===== src/rtl/page_rw_scheduler_if.sv =====
// rtl/page_rw_scheduler_if.sv - event-builder and RAM port bundle for page_rw_scheduler
interface page_rw_scheduler_if #(
  parameter int PAGES = 4,
  parameter int DEPTH = 16
);
  localparam int PW = $clog2(PAGES);
  localparam int AW = $clog2(DEPTH);

  logic              wr_en;
  logic              evt_done;
  logic              mem_wea;
  logic [PW+AW-1:0]  mem_addra;
  logic              wr_full;
  logic              wr_ovf;
  logic              rd_start;
  logic              mem_enb;
  logic              mem_regceb;
  logic [PW+AW-1:0]  mem_addrb;
  logic              rd_busy;
  logic              rd_valid;
  logic              rd_last;
  logic [4:0]        rd_nent;
  logic              rd_done;
  logic [PW:0]       pages_used;

  modport master (
    output wr_en, evt_done, rd_start,
    input  mem_wea, mem_addra, wr_full, wr_ovf, mem_enb, mem_regceb, mem_addrb,
           rd_busy, rd_valid, rd_last, rd_nent, rd_done, pages_used
  );

  modport slave (
    input  wr_en, evt_done, rd_start,
    output mem_wea, mem_addra, wr_full, wr_ovf, mem_enb, mem_regceb, mem_addrb,
           rd_busy, rd_valid, rd_last, rd_nent, rd_done, pages_used
  );
endinterface


===== src/rtl/page_rw_scheduler.sv =====
// rtl/page_rw_scheduler.sv - paged RAM event FIFO: page writer, committed-page reader, valid pipeline
module page_rw_scheduler #(
  parameter int PAGES        = 4,
  parameter int DEPTH        = 16,
  parameter int READ_LATENCY = 2
) (
  input  logic                clk,
  input  logic                rst,
  page_rw_scheduler_if.slave  bus
);
  localparam int PW = $clog2(PAGES);
  localparam int AW = $clog2(DEPTH);

  localparam logic [1:0] S_IDLE  = 2'd0;
  localparam logic [1:0] S_ISSUE = 2'd1;
  localparam logic [1:0] S_DRAIN = 2'd2;

  logic [PW-1:0]           wp;
  logic [PW-1:0]           rp;
  logic [AW:0]             wcnt;
  logic [AW-1:0]           rcnt;
  logic [PW:0]             pages_used;
  logic [4:0]              nent [PAGES];
  logic [4:0]              nent_rd;
  logic [1:0]              state;
  logic [READ_LATENCY-1:0] vpipe;
  logic [READ_LATENCY-1:0] lpipe;
  logic                    wr_ovf_q;
  logic                    regceb_q;

  logic wr_full;
  logic wr_room;
  logic wr_accept;
  logic commit;
  logic issue;
  logic issue_last;
  logic page_free;

  assign wr_full    = (pages_used == (PW+1)'(PAGES));
  assign wr_room    = !wcnt[AW];
  // Gated by rst so the RAM sees no write strobe while reset is held.
  assign wr_accept  = bus.wr_en & !wr_full & wr_room & !rst;
  assign commit     = bus.evt_done & !wr_full;
  assign issue      = (state == S_ISSUE);
  assign issue_last = issue && (5'(rcnt) == nent_rd - 5'd1);
  assign page_free  = (state == S_DRAIN) && (vpipe == '0);

  assign bus.mem_wea    = wr_accept;
  assign bus.mem_addra  = {wp, wcnt[AW-1:0]};
  assign bus.wr_full    = wr_full;
  assign bus.wr_ovf     = wr_ovf_q;
  assign bus.mem_enb    = issue;
  assign bus.mem_regceb = regceb_q;
  assign bus.mem_addrb  = {rp, rcnt};
  assign bus.rd_busy    = (state != S_IDLE);
  assign bus.rd_valid   = vpipe[READ_LATENCY-1];
  assign bus.rd_last    = lpipe[READ_LATENCY-1];
  assign bus.rd_nent    = nent_rd;
  assign bus.rd_done    = page_free;
  assign bus.pages_used = pages_used;

  always_ff @(posedge clk or posedge rst) begin
    if (rst) begin
      wp         <= '0;
      wcnt       <= '0;
      wr_ovf_q   <= 1'b0;
      regceb_q   <= 1'b0;
      pages_used <= '0;
      for (int i = 0; i < PAGES; i++) nent[i] <= '0;
    end else begin
      regceb_q <= 1'b1;
      wr_ovf_q <= bus.wr_en & (wr_full | !wr_room);
      if (commit) begin
        nent[wp] <= 5'(wcnt) + 5'(wr_accept);
        wp       <= wp + 1'b1;
        wcnt     <= '0;
      end else if (wr_accept) begin
        wcnt <= wcnt + 1'b1;
      end
      // Commit and free in the same cycle cancel; full is judged on the registered count.
      pages_used <= pages_used + (PW+1)'(commit) - (PW+1)'(page_free);
    end
  end

  always_ff @(posedge clk or posedge rst) begin
    if (rst) begin
      state   <= S_IDLE;
      rp      <= '0;
      rcnt    <= '0;
      nent_rd <= '0;
      vpipe   <= '0;
      lpipe   <= '0;
    end else begin
      vpipe[0] <= issue;
      lpipe[0] <= issue_last;
      for (int i = 1; i < READ_LATENCY; i++) begin
        vpipe[i] <= vpipe[i-1];
        lpipe[i] <= lpipe[i-1];
      end
      case (state)
        S_IDLE: begin
          if (bus.rd_start && pages_used != '0) begin
            nent_rd <= nent[rp];
            rcnt    <= '0;
            state   <= (nent[rp] == 5'd0) ? S_DRAIN : S_ISSUE;
          end
        end
        S_ISSUE: begin
          rcnt <= rcnt + 1'b1;
          if (issue_last) state <= S_DRAIN;
        end
        S_DRAIN: begin
          if (page_free) begin
            rp    <= rp + 1'b1;
            state <= S_IDLE;
          end
        end
        default: state <= S_IDLE;
      endcase
    end
  end
endmodule


===== src/flat_wrapper.sv =====
// flat-port wrapper written by rule: the top's interface ports become plain ports
module page_rw_scheduler_flat 
#(
  parameter int PAGES        = 4,
  parameter int DEPTH        = 16,
  parameter int READ_LATENCY = 2
)
  (clk, rst, bus_wr_en, bus_evt_done, bus_rd_start, bus_mem_wea, bus_mem_addra, bus_wr_full, bus_wr_ovf, bus_mem_enb, bus_mem_regceb, bus_mem_addrb, bus_rd_busy, bus_rd_valid, bus_rd_last, bus_rd_nent, bus_rd_done, bus_pages_used);
  page_rw_scheduler_if #(.PAGES(PAGES), .DEPTH(DEPTH)) bus_i ();
  input  logic clk;
  input  logic rst;
  input wire logic [$bits(bus_i.wr_en)-1:0] bus_wr_en;
  input wire logic [$bits(bus_i.evt_done)-1:0] bus_evt_done;
  input wire logic [$bits(bus_i.rd_start)-1:0] bus_rd_start;
  output wire logic [$bits(bus_i.mem_wea)-1:0] bus_mem_wea;
  output wire logic [$bits(bus_i.mem_addra)-1:0] bus_mem_addra;
  output wire logic [$bits(bus_i.wr_full)-1:0] bus_wr_full;
  output wire logic [$bits(bus_i.wr_ovf)-1:0] bus_wr_ovf;
  output wire logic [$bits(bus_i.mem_enb)-1:0] bus_mem_enb;
  output wire logic [$bits(bus_i.mem_regceb)-1:0] bus_mem_regceb;
  output wire logic [$bits(bus_i.mem_addrb)-1:0] bus_mem_addrb;
  output wire logic [$bits(bus_i.rd_busy)-1:0] bus_rd_busy;
  output wire logic [$bits(bus_i.rd_valid)-1:0] bus_rd_valid;
  output wire logic [$bits(bus_i.rd_last)-1:0] bus_rd_last;
  output wire logic [$bits(bus_i.rd_nent)-1:0] bus_rd_nent;
  output wire logic [$bits(bus_i.rd_done)-1:0] bus_rd_done;
  output wire logic [$bits(bus_i.pages_used)-1:0] bus_pages_used;
  assign bus_i.wr_en = bus_wr_en;
  assign bus_i.evt_done = bus_evt_done;
  assign bus_i.rd_start = bus_rd_start;
  assign bus_mem_wea = bus_i.mem_wea;
  assign bus_mem_addra = bus_i.mem_addra;
  assign bus_wr_full = bus_i.wr_full;
  assign bus_wr_ovf = bus_i.wr_ovf;
  assign bus_mem_enb = bus_i.mem_enb;
  assign bus_mem_regceb = bus_i.mem_regceb;
  assign bus_mem_addrb = bus_i.mem_addrb;
  assign bus_rd_busy = bus_i.rd_busy;
  assign bus_rd_valid = bus_i.rd_valid;
  assign bus_rd_last = bus_i.rd_last;
  assign bus_rd_nent = bus_i.rd_nent;
  assign bus_rd_done = bus_i.rd_done;
  assign bus_pages_used = bus_i.pages_used;
  page_rw_scheduler #(.PAGES(PAGES), .DEPTH(DEPTH), .READ_LATENCY(READ_LATENCY)) u_core (.clk(clk), .rst(rst), .bus(bus_i));
endmodule

===== config.mk =====
export PLATFORM = sky130hd
export DESIGN_NAME = page_rw_scheduler_flat
export DESIGN_NICKNAME = d
export VERILOG_FILES = /design/src/rtl/page_rw_scheduler_if.sv /design/src/rtl/page_rw_scheduler.sv /design/src/flat_wrapper.sv
export SDC_FILE = /design/constraint.sdc
export NUM_CORES = 1
export LEC_CHECK = 0
export BUFFER_PORTS_ARGS = -buffer_cell sky130_fd_sc_hd__buf_4
export CAP_MARGIN = 20
export CORE_ASPECT_RATIO = 1.4
export CORE_MARGIN = 2
export CORE_UTILIZATION = 61
export DETAILED_ROUTE_END_ITERATION = 8
export HOLD_SLACK_MARGIN = 0.1
export PLACE_DENSITY = 0.84
export SLEW_MARGIN = 20
export SYNTH_ARGS = -nofsm -noshare
export SYNTH_HDL_FRONTEND = slang
export SYNTH_SLANG_ARGS = --single-unit
export TNS_END_PERCENT = 100

===== constraint.sdc =====
create_clock -name clk -period 3.7 [get_ports clk]
set_clock_uncertainty 0.05 [all_clocks]
set_input_delay 0.74 -clock clk [delete_from_list [all_inputs] [get_ports clk]]
set_output_delay 0.74 -clock clk [all_outputs]
set_load 0.005 [all_outputs]

* After elaboration in Yosys (flattened, before gate mapping)
Index checks and enable logic that the tools add are counted.
** Operators by class
- Bitwise operators :: 8
- $add $sub $neg :: 8
- Reductions and logical operators :: 18
- Order comparisons :: 3
- Equality and inequality tests :: 7
- Muxes and demuxes :: 15
** Operators by type and width (number)
- $mux 5 :: 5
- $bwmux 20 :: 1
- $bmux 5 s2 :: 1
- $demux 5 s2 :: 1
- $mux 2 :: 4
- $pmux 4 s2 :: 1
- $ge 3x3->1 const B :: 2
- $not 2->3 :: 2
- $pmux 2 s3 :: 1
- $reduce_and 2->1 :: 3
- $reduce_bool 2->1 :: 3
- $add 5x1->5 :: 1
- $add 5x1->5 const B :: 1
- $and 1x1->1 :: 5
- $eq 4x5->1 :: 1
- $logic_not 5->1 :: 1
- $sub 5x1->5 const B :: 1
- $add 2x1->2 const B :: 2
- $add 4x1->4 const B :: 1
- $logic_and 1x1->1 :: 4
- $logic_not 2->1 :: 2
- $mux 4 :: 1
- $ne 2x1->1 const B :: 2
- $add 3x1->3 :: 1
- other kinds (10) :: 12
** Word-level totals
- Register bits after elaboration :: 49
- Input bits :: 5
- Output and inout bits :: 29
- Word-level logic and storage cells :: 74

* Logic depth before layout (Yosys ltp)
Gate-level depths: netlist of the first run.
- Word-level depth :: 8
- Gate-level depth with buffers :: 7
- Gate-level depth less buffers :: 7

* Worst setup path after synthesis of the first run
OpenSTA, ideal clock, no wires.
- Path kind :: input-to-reg
- From :: input rst
- To :: register u_core.nent[14] in the netlist's numbering
- Slack :: 1.362 ns
- Cell stages on the path :: 7
- Data required time :: 3.522 ns
- Buffers on the path :: 0
- Setup time :: 0.128 ns
- Arrival :: 2.160 ns
- Cells stage by stage :: nor3b_1 > nor2b_2 > ha_1 > ha_1 > nand3_1 > xnor2_1 > mux2_1
** On the way
- Cells in the longest elaborated chain, start to end :: 4
** RTL lines
- start, declared :: RTL line flat_wrapper.sv:11 : input logic rst;
- $logic_not 1->1 :: RTL line page_rw_scheduler.sv:42 : assign wr_accept = bus.wr_en & !wr_full & wr_room & !rst;
- $and 1x1->1 :: RTL line page_rw_scheduler.sv:42
- net bus_mem_wea :: RTL line flat_wrapper.sv:15 : output wire logic [$bits(bus_i.mem_wea)-1:0] bus_mem_wea;
- $add 5x1->5 :: RTL line page_rw_scheduler.sv:74 : nent[wp] <= 5'(wcnt) + 5'(wr_accept);
- $bwmux 20 :: RTL line page_rw_scheduler.sv:74
- end signal, assigned by index :: RTL line page_rw_scheduler.sv:74
- end, declared :: RTL line page_rw_scheduler.sv:23 : logic [4:0] nent [PAGES];
The timed path passes the listed nets, and every way through them passes these cells.
A chain may end at the register's enable or synchronous reset.

* Worst setup path in the final report of the first run
- From :: input rst
- To :: output bus_mem_wea
** On the way
- Cells in the longest elaborated chain, start to end :: 2
** RTL lines (RTL line)
- $logic_not 1->1 :: page_rw_scheduler.sv:42
- $and 1x1->1 :: page_rw_scheduler.sv:42
- end, declared :: flat_wrapper.sv:15
Every way passes these cells.

==> reports/summary.txt, run 1 <==
vias in the first global route: 1545
Core Rows: 26
Cell Area, Synth: 2390 µm²
share of cells above drive strength 1: 23.0%
syn nets: 212
Startpoint Class: primary input
Mapped Cells: 195
H-tree levels: 2
library cells used by synthesis: 38
ANT nets after route: 0
crit-path max cell delay: 0.32 ns
Tot GR Track Use: 21.5%
worst slew pin tran: 0.827 ns
clock tree sinks: 49
Core ar.: 3710 µm²
Worst-Skew Late Latency: 0.30 ns
CP Cell Sequence: buf_4 -> nor3b_1 -> nor2b_2 -> buf_4
final max-slew violation count: 0
Post-route DRC: 0
Crit Path Max Fanout: 5
Lkg Pwr: 1.40 nW
Critical Path AT: 1.59 ns
number of antenna diodes: 0
Yosys top cell by area: dfrtp_1
cell area after layout: 2730 µm²
TNS Setup: 0 ns
number of synthesized flops with an enable pin: 0
top-count cell post-synth: dfrtp_1
Post-CTS Setup Inserts: 0
Post-Route WL: 4370 µm
post-route insts no fill: 268
relative slew slack: 44.0%
Post-CTS Resized: 0
Via Count: 1545
PortBufs: 33
top cells by area, synth: dfrtp_1 51%, mux2_1 9.4%, ha_1 5.8%
DIE AREA: 4440 µm²
Top FF cell, synth: dfrtp_1
hpwl dp: 3310 µm
Synth async-reset ratio: 100%
first-pass GRT wire length: 7260 µm
gr ovfl total: 0
initial antenna violation count: 0
clock root cell: clkbuf_8
largest net degree at the start of global routing: 50
Clock Pin Slew Worst Setup and Hold Paths: 0.08 ns
die width: 56.9 µm
sequential area share after synthesis: 51.3%
Post-Syn Area per Cell: 12.3 µm²
crit-path most repeated cell: buf_4
1st-iter DRT viols: 110
final hold vios: 0
# IOs: 34
TritonCTS clock tree: yes
clock buffer depth: 2
Initial Util: 64.5%
area grow syn2layout: 14.2%
final setup fails: 0
crit path max-delay cell type: nor2b_2
placed inst area: 2630 µm²
min cycle time layout: 2.38 ns
Via density: 5.76
wire per inst: 16.3 µm
Final #Nets: 242
Yosys warnings: 0
placed cell count: 260
Max Cap Viol: 0
status: complete, no violations
Yosys top cell area share: 51.3%
Die Ht: 78.1 µm
peak supply drop: 0.581 mV
Synth top cells by count: 49 x dfrtp_1, 21 x nand2_1, 20 x mux2_1
DRT Pass-1 Iters: 4
CTS Buf Count: 5
fin crit share: 64.3%
maximum clock rate: 0.420 GHz
worst min path class: reg2reg
PwrDens: 674 nW/µm²
Crit Path Class: in2out
fill cell count: 240
GPL Wtd Cong: 0.828
Crit. End Element: primary output
RSZ-0062 raised after global routing: no
#FFs+latches synth: 49
hold buffer count at CTS: 0
critical path required time: 2.91 ns
==> placed cells by master (no fill, tap or decap), types with 2 or more instances in the layout <==
master	count
dfrtp_1	49
buf_4	33
nand2_1	21
mux2_1	20
nor2_1	11
ha_1	11
xnor2_1	9
xor2_1	9
inv_1	9
clkbuf_8	7
nand3_1	6
o21ai_1	6
mux4_2	3
nand2b_1	3
nor2b_2	2
nor3b_1	2
nand3b_1	2
clkinv_2	2
mux4_1	2
==> layer usage <==
| metal | routed length, µm | GRT usage (%) | share of wire (%) | vias to the layer above |
|---|---|---|---|---|
| met5 | 0 | 0 | 0 | - |
| met1 | 1700 | 24.3 | 39 | 776 |
| met3 | 134 | 4.61 | 3.1 | 10 |
| met4 | 120 | 9.30 | 2.7 | 0 |
| li1 | - | - | - | 724 |
| met2 | 2420 | 38.5 | 55 | 35 |
==> critical path, delay by kind of cell <==
kind                   cells  cell delay, ns
AND/OR/NAND/NOR            2            0.58
buffers and inverters      2            0.28
==> state kept, by name, indices dropped and copies added, names as in the netlist <==
signal	flops
u_core.bus.rd_nent	5
u_core.bus.mem_regceb	1
u_core.nent	20
u_core.bus.wr_ovf	1
u_core.wp	2
u_core.rp	2
u_core.rcnt	4
u_core.vpipe	2
u_core.lpipe	2
u_core.bus.pages_used	3
u_core.wcnt	5
u_core.state	2
==> through the flow <==
| stage | setup slack (ns) | utilization [%] | hold slack, ns | total power, W |
|---|---|---|---|---|
| global route | 1.20 | 73.6 | 0.328 | 0.00197 |
| floorplan | 1.36 | - | 0.281 | 0.00126 |
| detailed placement | 1.09 | 70.9 | 0.299 | 0.00152 |
| CTS | 1.32 | 73.6 | 0.318 | 0.00186 |
| finish | 1.32 | 73.6 | 0.317 | 0.00184 |
| global placement | 1.18 | 70.9 | 0.291 | 0.00146 |
==> power breakdown <==
part / internal [W] / switching (W) / leakage [nW]
Sequential: 0.000656 / 0.000155 / 0.652
Combinational: 0.000361 / 0.000331 / 0.697
Clock: 0.000169 / 0.000169 / 0.0542
Total: 0.00119 / 0.000655 / 1.40
==> cells by family after synthesis <==
kind of cell             synth area share (%)
AND/OR/NAND/NOR                          11.7
AO/OA/AOI/OAI                            4.40
buffers and inverters                    4.40
multiplexers                             14.9
flip-flops                               51.3
adder cells (fa/ha/maj)                  6.59
XOR/XNOR                                 6.59
other                                   0.157
==> path summary, 6_finish.rpt <==
kind	from	end	cells past startpoint	slack, ns
worst max register to register	u_core.wcnt[4]$_DFFE_PP0P_	u_core.nent[9]$_DFFE_PP0P_	7	1.50
worst min register to register	u_core.lpipe[0]$_DFF_PP0_	u_core.lpipe[1]$_DFF_PP0_	0	0.32
max in group asynchronous	rst	u_core.nent[3]$_DFFE_PP0P_	2	2.59
worst max-delay path	rst	bus_mem_wea	4	1.32
min in group asynchronous	rst	u_core.wcnt[4]$_DFFE_PP0P_	2	0.53
worst min-delay path	u_core.lpipe[0]$_DFF_PP0_	u_core.lpipe[1]$_DFF_PP0_	0	0.32
==> area by class of cell <==
class | instances | area (µm²) | area share, %
Inverter | 11 | 42.5 | 1.56
Tap cell | 42 | 52.6 | 1.92
Clock inverter | 1 | 5.00 | 0.183
Clock buffer | 7 | 96.3 | 3.53
Multi-Input combinational cell | 125 | 1060 | 38.8
Sequential cell | 49 | 1230 | 44.9
Timing Repair Buffer | 33 | 248 | 9.07
Note: power is estimated with default switching activity, not from simulation.
==> inputs of run 2 (changes only) <==
--- a/config.mk
+++ b/config.mk
@@ -9,10 +9,10 @@
 export CAP_MARGIN = 20
 export CORE_ASPECT_RATIO = 1.4
 export CORE_MARGIN = 2
-export CORE_UTILIZATION = 61
+export CORE_UTILIZATION = 51
 export DETAILED_ROUTE_END_ITERATION = 8
 export HOLD_SLACK_MARGIN = 0.1
-export PLACE_DENSITY = 0.84
+export PLACE_DENSITY = 0.75
 export SLEW_MARGIN = 20
 export SYNTH_ARGS = -nofsm -noshare
 export SYNTH_HDL_FRONTEND = slang
==> constraint.sdc (replaced) <==
create_clock -name clk -period 2.1 [get_ports clk]
set_clock_uncertainty 0.05 [all_clocks]
set_input_delay 0.42 -clock clk [delete_from_list [all_inputs] [get_ports clk]]
set_output_delay 0.42 -clock clk [all_outputs]
set_load 0.005 [all_outputs]
==> run 2 against run 1 <==
Sequential share of layout area down 1.6 points. Combinational power rose by 84%. First-iteration DRC count shrank 58%. Core utilization down 11 points. Clock-buffer cell count shrank 1. Sequential power grew 74%. Via count shrank 1.2%. Non-clock buffer count up 12. Global-route usage shrank 2.3 points. Worst hold slack lost 0.028 ns.
==> reports/summary.txt, run 2 (synthesis gave the netlist of run 1 again) <==
status: complete, no violations
first-pass GRT wire length: 7460 µm (+2.8%)
initial antenna violation count: 0 (unchanged)
wire per inst: 14.5 µm (-11%)
die width: 61.9 µm (+8.7%)
clock buffer depth: 2 (unchanged)
area grow syn2layout: 18.5%
H-tree levels: 2 (unchanged)
post-route insts no fill: 300 (+12%)
Via Count: 1527 (-1.2%)
CP delay by family, top: flip-flops
Buf+Inv Stages, Crit Path: 0 (-2)
Clock Pin Slew Worst Setup and Hold Paths: 0.09 ns (about the same)
most frequent cells in the layout: 49 x dfrtp_1, 44 x buf_4, 21 x nand2_1, 20 x mux2_1
peak supply drop: 0.638 mV (+9.9%)
Crit. End Element: flop
fin crit share: 93.9%
Top reg by flops: u_core.nent
Psw: 0.00114 W (+74%)
Core ar.: 4540 µm² (+22%)
maximum clock rate: 0.507 GHz
max reg flops: 20 (unchanged)
Crit Path Class: reg2reg
DRT Pass-1 Iters: 4 (unchanged)
TritonCTS clock tree: yes
Initial Util: 52.7% (-12 points)
Startpoint Class: flop
clock tree sinks: 49 (unchanged)
crit-path max cell delay: 0.46 ns (+0.14 ns)
Lkg Pwr: 1.46 nW (+3.8%)
Post-route DRC: 0 (unchanged)
commonest non-fill, non-tap cell in the layout: dfrtp_1
Hold Startpoint: bus_wr_en
GPL Wtd Cong: 0.744 (-10%)
final setup fails: 0 (unchanged)
Final #Nets: 254 (+5.0%)
cell area after layout: 2830 µm² (+3.8%)
combinational power share: 39.5% (+1.9 points)
clock root cell: clkbuf_8
# IOs: 34 (unchanged)
Via density: 5.09 (-12%)
TNS Setup: 0 ns (unchanged)
ANT nets after route: 0 (unchanged)
Reg power frac: 44.0% (about the same)
final max-slew violation count: 0 (unchanged)
Max Cap Viol: 0 (unchanged)
largest net degree at the start of global routing: 24 (-52%)
1st-iter DRT viols: 46 (-58%)
Clk pwr share: 16.5% (-1.9 points)
Critical Path AT: 2.10 ns (+0.51 ns)
Critical Path Start: u_core.bus.pages_used[0]$_DFF_PP0_
Core Rows: 29 (+12%)
number of antenna diodes: 0 (unchanged)
PortBufs: 33 (unchanged)
final hold vios: 0 (unchanged)
placed inst area: 2740 µm² (+4.1%)
placed cell count: 291 (+12%)
DIE AREA: 5260 µm² (+18%)
hpwl dp: 3290 µm (-0.81%)
CTS Buf Count: 5 (unchanged)
Tot GR Track Use: 19.2% (-2.3 points)
crit path max-delay cell type: dfrtp_1
worst min path class: in2reg
Sw Ratio: 35.5% (-0.11 points)
Worst-Skew Late Latency: 0.30 ns (about the same)
crit-path most repeated cell: ha_1
RSZ-0062 raised after global routing: no
share of cells above drive strength 1: 26.5% (+3.5 points)
cell-internal power: 0.00207 W (+75%)
critical path required time: 2.23 ns (-0.68 ns)
hold slack: 0.289 ns (-0.0281 ns)
min cycle time layout: 1.97 ns
Die Ht: 85.0 µm (+8.9%)
gr ovfl total: 0 (unchanged)
PwrDens: 1130 nW/µm² (+68%)
fill cell count: 408 (+70%)
post-layout util: 62.5% (-11 points)
worst r2r src: u_core.bus.pages_used[0]$_DFF_PP0_
Post-Route WL: 4350 µm (-0.41%)
vias in the first global route: 1528 (-1.1%)
Crit Path Max Fanout: 5 (unchanged)
CP Cell Sequence: nor3b_4 -> nor2b_2 -> ha_1 -> ha_1 -> xor2_1 -> mux2_1
## run 2: area by class of cell
type | instances | area [µm²] | share of cell area, %
timing repair buffer | 45 | 340 | 12.0
sequential | 49 | 1230 | 43.3
clock buffer | 6 | 72.6 | 2.56
clock inverter | 2 | 10.0 | 0.353
tap | 62 | 77.6 | 2.74
inverter | 11 | 41.3 | 1.46
multi-input combinational | 125 | 1060 | 37.6
## run 2: worst paths after layout
kind	endpoint	slack (ns)	cells after the start
worst min register to register	u_core.lpipe[1]$_DFF_PP0_	0.32	0
worst max register to register	u_core.nent[7]$_DFFE_PP0P_	0.13	6
max in group asynchronous	u_core.nent[5]$_DFFE_PP0P_	0.80	4
worst min-delay path	u_core.bus.wr_ovf$_DFF_PP0_	0.29	2
min in group asynchronous	u_core.wcnt[4]$_DFFE_PP0P_	0.67	3
worst max-delay path	u_core.nent[7]$_DFFE_PP0P_	0.13	6
## run 2: power groups by stage
stage	clock network (W)	registers, W	logic [W]
floorplan	0	0.00136	0.000866
global placement	0	0.00143	0.00125
detailed placement	0	0.00144	0.00128
CTS	0.000548	0.00142	0.00129
global route	0.000586	0.00145	0.00141
finish	0.000529	0.00141	0.00127
## run 2: repair_timing
item / 4_1_cts / 5_1_grt
setup buffers: 0 / 0
endpoints found under the setup margin: 0 / 4
gates resized for setup: 0 / 1
hold buffers: 1 / 0
hold endpoints to repair: 8 / 0
## run 2: through the flow
stage	total power, W	worst slack [ns]
after floorplan	0.00222	0.0737
after global placement	0.00268	0.0587
after detailed placement	0.00272	-0.0172
after CTS	0.00325	0.114
after global routing	0.00345	0.0216
final	0.00321	0.128
## run 2: per-layer routing
layer,share of wire (%),up-vias,global-route usage (%),wire [µm]
met3,2.8,4,4.12,123
met4,0.99,0,6.96,43
met1,44,744,25.3,1910
met5,0,-,0,0
li1,-,751,-,-
met2,52,28,30.8,2280
## run 2: worst reg2reg max path, delay by kind of cell, from the launching register on
family	cells	cell delay, ns
DFF	1	0.46
and+or+nand+nor	2	0.43
adders and majority gates	2	0.42
muxes	1	0.31
xor gates and xnor gates	1	0.19
==> inputs of run 3 (changes only) <==
--- a/config.mk
+++ b/config.mk
@@ -5,7 +5,7 @@
 export SDC_FILE = /design/constraint.sdc
 export NUM_CORES = 1
 export LEC_CHECK = 0
-export BUFFER_PORTS_ARGS = -buffer_cell sky130_fd_sc_hd__buf_4
+export BUFFER_PORTS_ARGS = -buffer_cell sky130_fd_sc_hd__buf_2
 export CAP_MARGIN = 20
 export CORE_ASPECT_RATIO = 1.4
 export CORE_MARGIN = 2
==> constraint.sdc (replaced) <==
create_clock -name clk -period 2.1 [get_ports clk]
set_clock_uncertainty 0.05 [all_clocks]
set_input_delay 0.42 -clock clk [delete_from_list [all_inputs] [get_ports clk]]
set_output_delay 0.42 -clock clk [all_outputs]
set_load 0.05 [all_outputs]
==> run 3 against run 2 <==
Combinational power increased by 46%. Worst setup slack got worse by 0.073 ns. Power increased by 24%. Sequential power about the same. Global-route usage decreased by 0.078 points. Non-clock buffer count decreased by 2. Clock power increased by 33%. Clock-buffer cell count unchanged. First-iteration DRC count decreased by 15%. Fmax decreased by 3.6%. Sequential share of layout area decreased by 0.56 points. Via count increased by 0.59%. Critical endpoint is now bus_mem_wea.
==> reports/summary.txt, run 3 (synthesis gave the netlist of run 1 again) <==
hold slack: 0.289 ns (+0.0000620 ns)
share of cells above drive strength 1: 35.6% (+9.1 points)
Core ar.: 4540 µm² (unchanged)
Tot Pwr: 0.00399 W (+24%)
Hold EP: u_core.bus.wr_ovf$_DFF_PP0_
H-tree levels: 2 (unchanged)
Crit. End Element: primary output
largest net degree at the start of global routing: 23 (-4.2%)
RSZ-0062 raised after global routing: no
Post-route DRC: 0 (unchanged)
fill cell count: 367 (-10%)
# IOs: 34 (unchanged)
clock root cell: clkbuf_8
final setup fails: 0 (unchanged)
final max-slew violation count: 0 (unchanged)
Die Ht: 85.0 µm (unchanged)
Crit Path Class: reg2out
Startpoint Class: flop
most frequent cells in the layout: 45 x dfrtp_1, 32 x buf_2, 21 x nand2_1, 12 x mux2_4, 11 x nor2_1
hpwl dp: 3320 µm (+1.0%)
vias in the first global route: 1561 (+2.2%)
DRT Pass-1 Iters: 4 (unchanged)
Via density: 5.15 (+1.3%)
Critical R2R Capture: u_core.bus.pages_used[2]$_DFF_PP0_
initial antenna violation count: 0 (unchanged)
Sw Ratio: 44.1% (+8.6 points)
clock tree sinks: 49 (unchanged)
final hold vios: 0 (unchanged)
Initial Util: 52.7% (unchanged)
clock buffer depth: 2 (unchanged)
Crit Path Max Fanout: 5 (unchanged)
Max Cap Viol: 0 (unchanged)
CP Cell Sequence: nor3b_4 -> nor2b_4 -> buf_4 -> buf_4
crit-path most repeated cell: buf_4
1st-iter DRT viols: 39 (-15%)
Tot GR Track Use: 19.2% (-0.078 points)
Post-Route WL: 4410 µm (+1.3%)
ANT nets after route: 0 (unchanged)
Worst-Skew Late Latency: 0.31 ns (about the same)
gr ovfl total: 0 (unchanged)
Hold Startpoint: bus_wr_en
Via Count: 1536 (+0.59%)
die width: 61.9 µm (unchanged)
maximum clock rate: 0.489 GHz (-3.6%)
Psw: 0.00176 W (+55%)
post-route insts no fill: 298 (-0.67%)
cell-internal power: 0.00223 W (+7.7%)
placed cell count: 289 (-0.69%)
Critical Path Start: u_core.bus.pages_used[1]$_DFF_PP0_
peak supply drop: 0.738 mV (+16%)
PwrDens: 1390 nW/µm² (+22%)
TNS Setup: 0 ns (unchanged)
commonest non-fill, non-tap cell in the layout: dfrtp_1
Clock Pin Slew Worst Setup and Hold Paths: 0.10 ns (about the same)
PortBufs: 33 (unchanged)
first-pass GRT wire length: 7380 µm (-1.0%)
Post-CTS Setup Inserts: 0 (unchanged)
Lkg Pwr: 1.48 nW (+1.5%)
worst min path class: in2reg
wire per inst: 14.8 µm (+2.0%)
max reg flops: 20 (unchanged)
FF-to-FF path depth: 6 (unchanged)
Clk pwr share: 17.6% (+1.1 points)
worst r2r src: u_core.bus.pages_used[1]$_DFF_PP0_
crit path max-delay cell type: dfrtp_2
GPL Wtd Cong: 0.771 (+3.6%)
combinational power share: 46.4% (+6.9 points)
critical path required time: 1.63 ns (-0.60 ns)
DIE AREA: 5260 µm² (unchanged)
Reg power frac: 36.1% (-7.9 points)
Critical Path AT: 1.58 ns (-0.52 ns)
area grow syn2layout: 20.5%
hold path depth: 2 (unchanged)
number of antenna diodes: 0 (unchanged)
reg2reg setup slack: 0.12 ns (about the same)
status: complete, no violations
Core Rows: 29 (unchanged)
fin crit share: 97.4% (+3.5 points)
Final #Nets: 252 (-0.79%)
TritonCTS clock tree: yes
min cycle time layout: 2.05 ns (+0.0730 ns)
CTS Buf Count: 5 (unchanged)
Top reg by flops: u_core.nent
crit-path max cell delay: 0.46 ns (about the same)
run 3: cell types whose count changed in the layout (fill, tap and decap cells not counted), sizes merged:
cell      delta
buf          -2
clkinv       -2
bufinv       +1
clkinvlp     +1
run 3: through the flow:
stage          util, %  area, µm²  setup slack, ns
4_1_cts           63.4       2880           0.0503
5_1_grt           63.5       2880          0.00479
3_5_place_dp      60.5       2740           0.0729
3_3_place_gp      60.5       2740            0.100
2_1_floorplan        -       2500           -0.380
6_report          63.5       2880           0.0545
run 3: final cells by class:
cell class / count / area, µm² / area share (%)
inverter: 11 / 41.3 / 1.43
multi-input combinational: 125 / 1170 / 40.5
sequential: 49 / 1230 / 42.7
clock buffer: 6 / 82.6 / 2.87
timing repair buffer: 43 / 245 / 8.51
clock inverter: 2 / 37.5 / 1.30
tap: 62 / 77.6 / 2.69
run 3: repair_timing:
item,CTS,global route
hold endpoints to repair,8,0
endpoints found under the setup margin,1,1
hold buffers,1,0
resized for setup,1,1
run 3: how the worst max path moves through the flow:
stage / endpoint / slack [ns] / depth (start not counted)
after detailed placement: u_core.nent[14]$_DFFE_PP0P_ / 0.07 / 8
final: bus_mem_wea / 0.05 / 4
after global placement: u_core.nent[14]$_DFFE_PP0P_ / 0.10 / 8
after floorplan: u_core.bus.pages_used[2]$_DFF_PP0_ / -0.38 / 7
after global routing: bus_mem_wea / 0.005 / 4
after CTS: bus_mem_wea / 0.05 / 4
run 3: per-layer routing:
layer	global-route usage, %	wire [µm]	vias to the layer above
met4	8.32	84	0
li1	-	-	741
met5	0	0	-
met1	23.9	1870	763
met3	3.66	124	6
met2	31.5	2330	26
run 3: critical path: cells and delay by family (launching register included):
| family | cells | cell delay (ns) |
|---|---|---|
| buffers and inverters | 2 | 0.35 |
| DFF | 1 | 0.46 |
| and+or+nand+nor | 2 | 0.46 |
run 3: power by group through the flow:
stage / clock network [W] / registers [W] / logic [W]
2_1_floorplan: 0 / 0.00179 / 0.00114
3_3_place_gp: 0 / 0.00145 / 0.00183
3_5_place_dp: 0 / 0.00146 / 0.00187
4_1_cts: 0.000716 / 0.00144 / 0.00188
5_1_grt: 0.000753 / 0.00148 / 0.00202
6_report: 0.000702 / 0.00144 / 0.00185
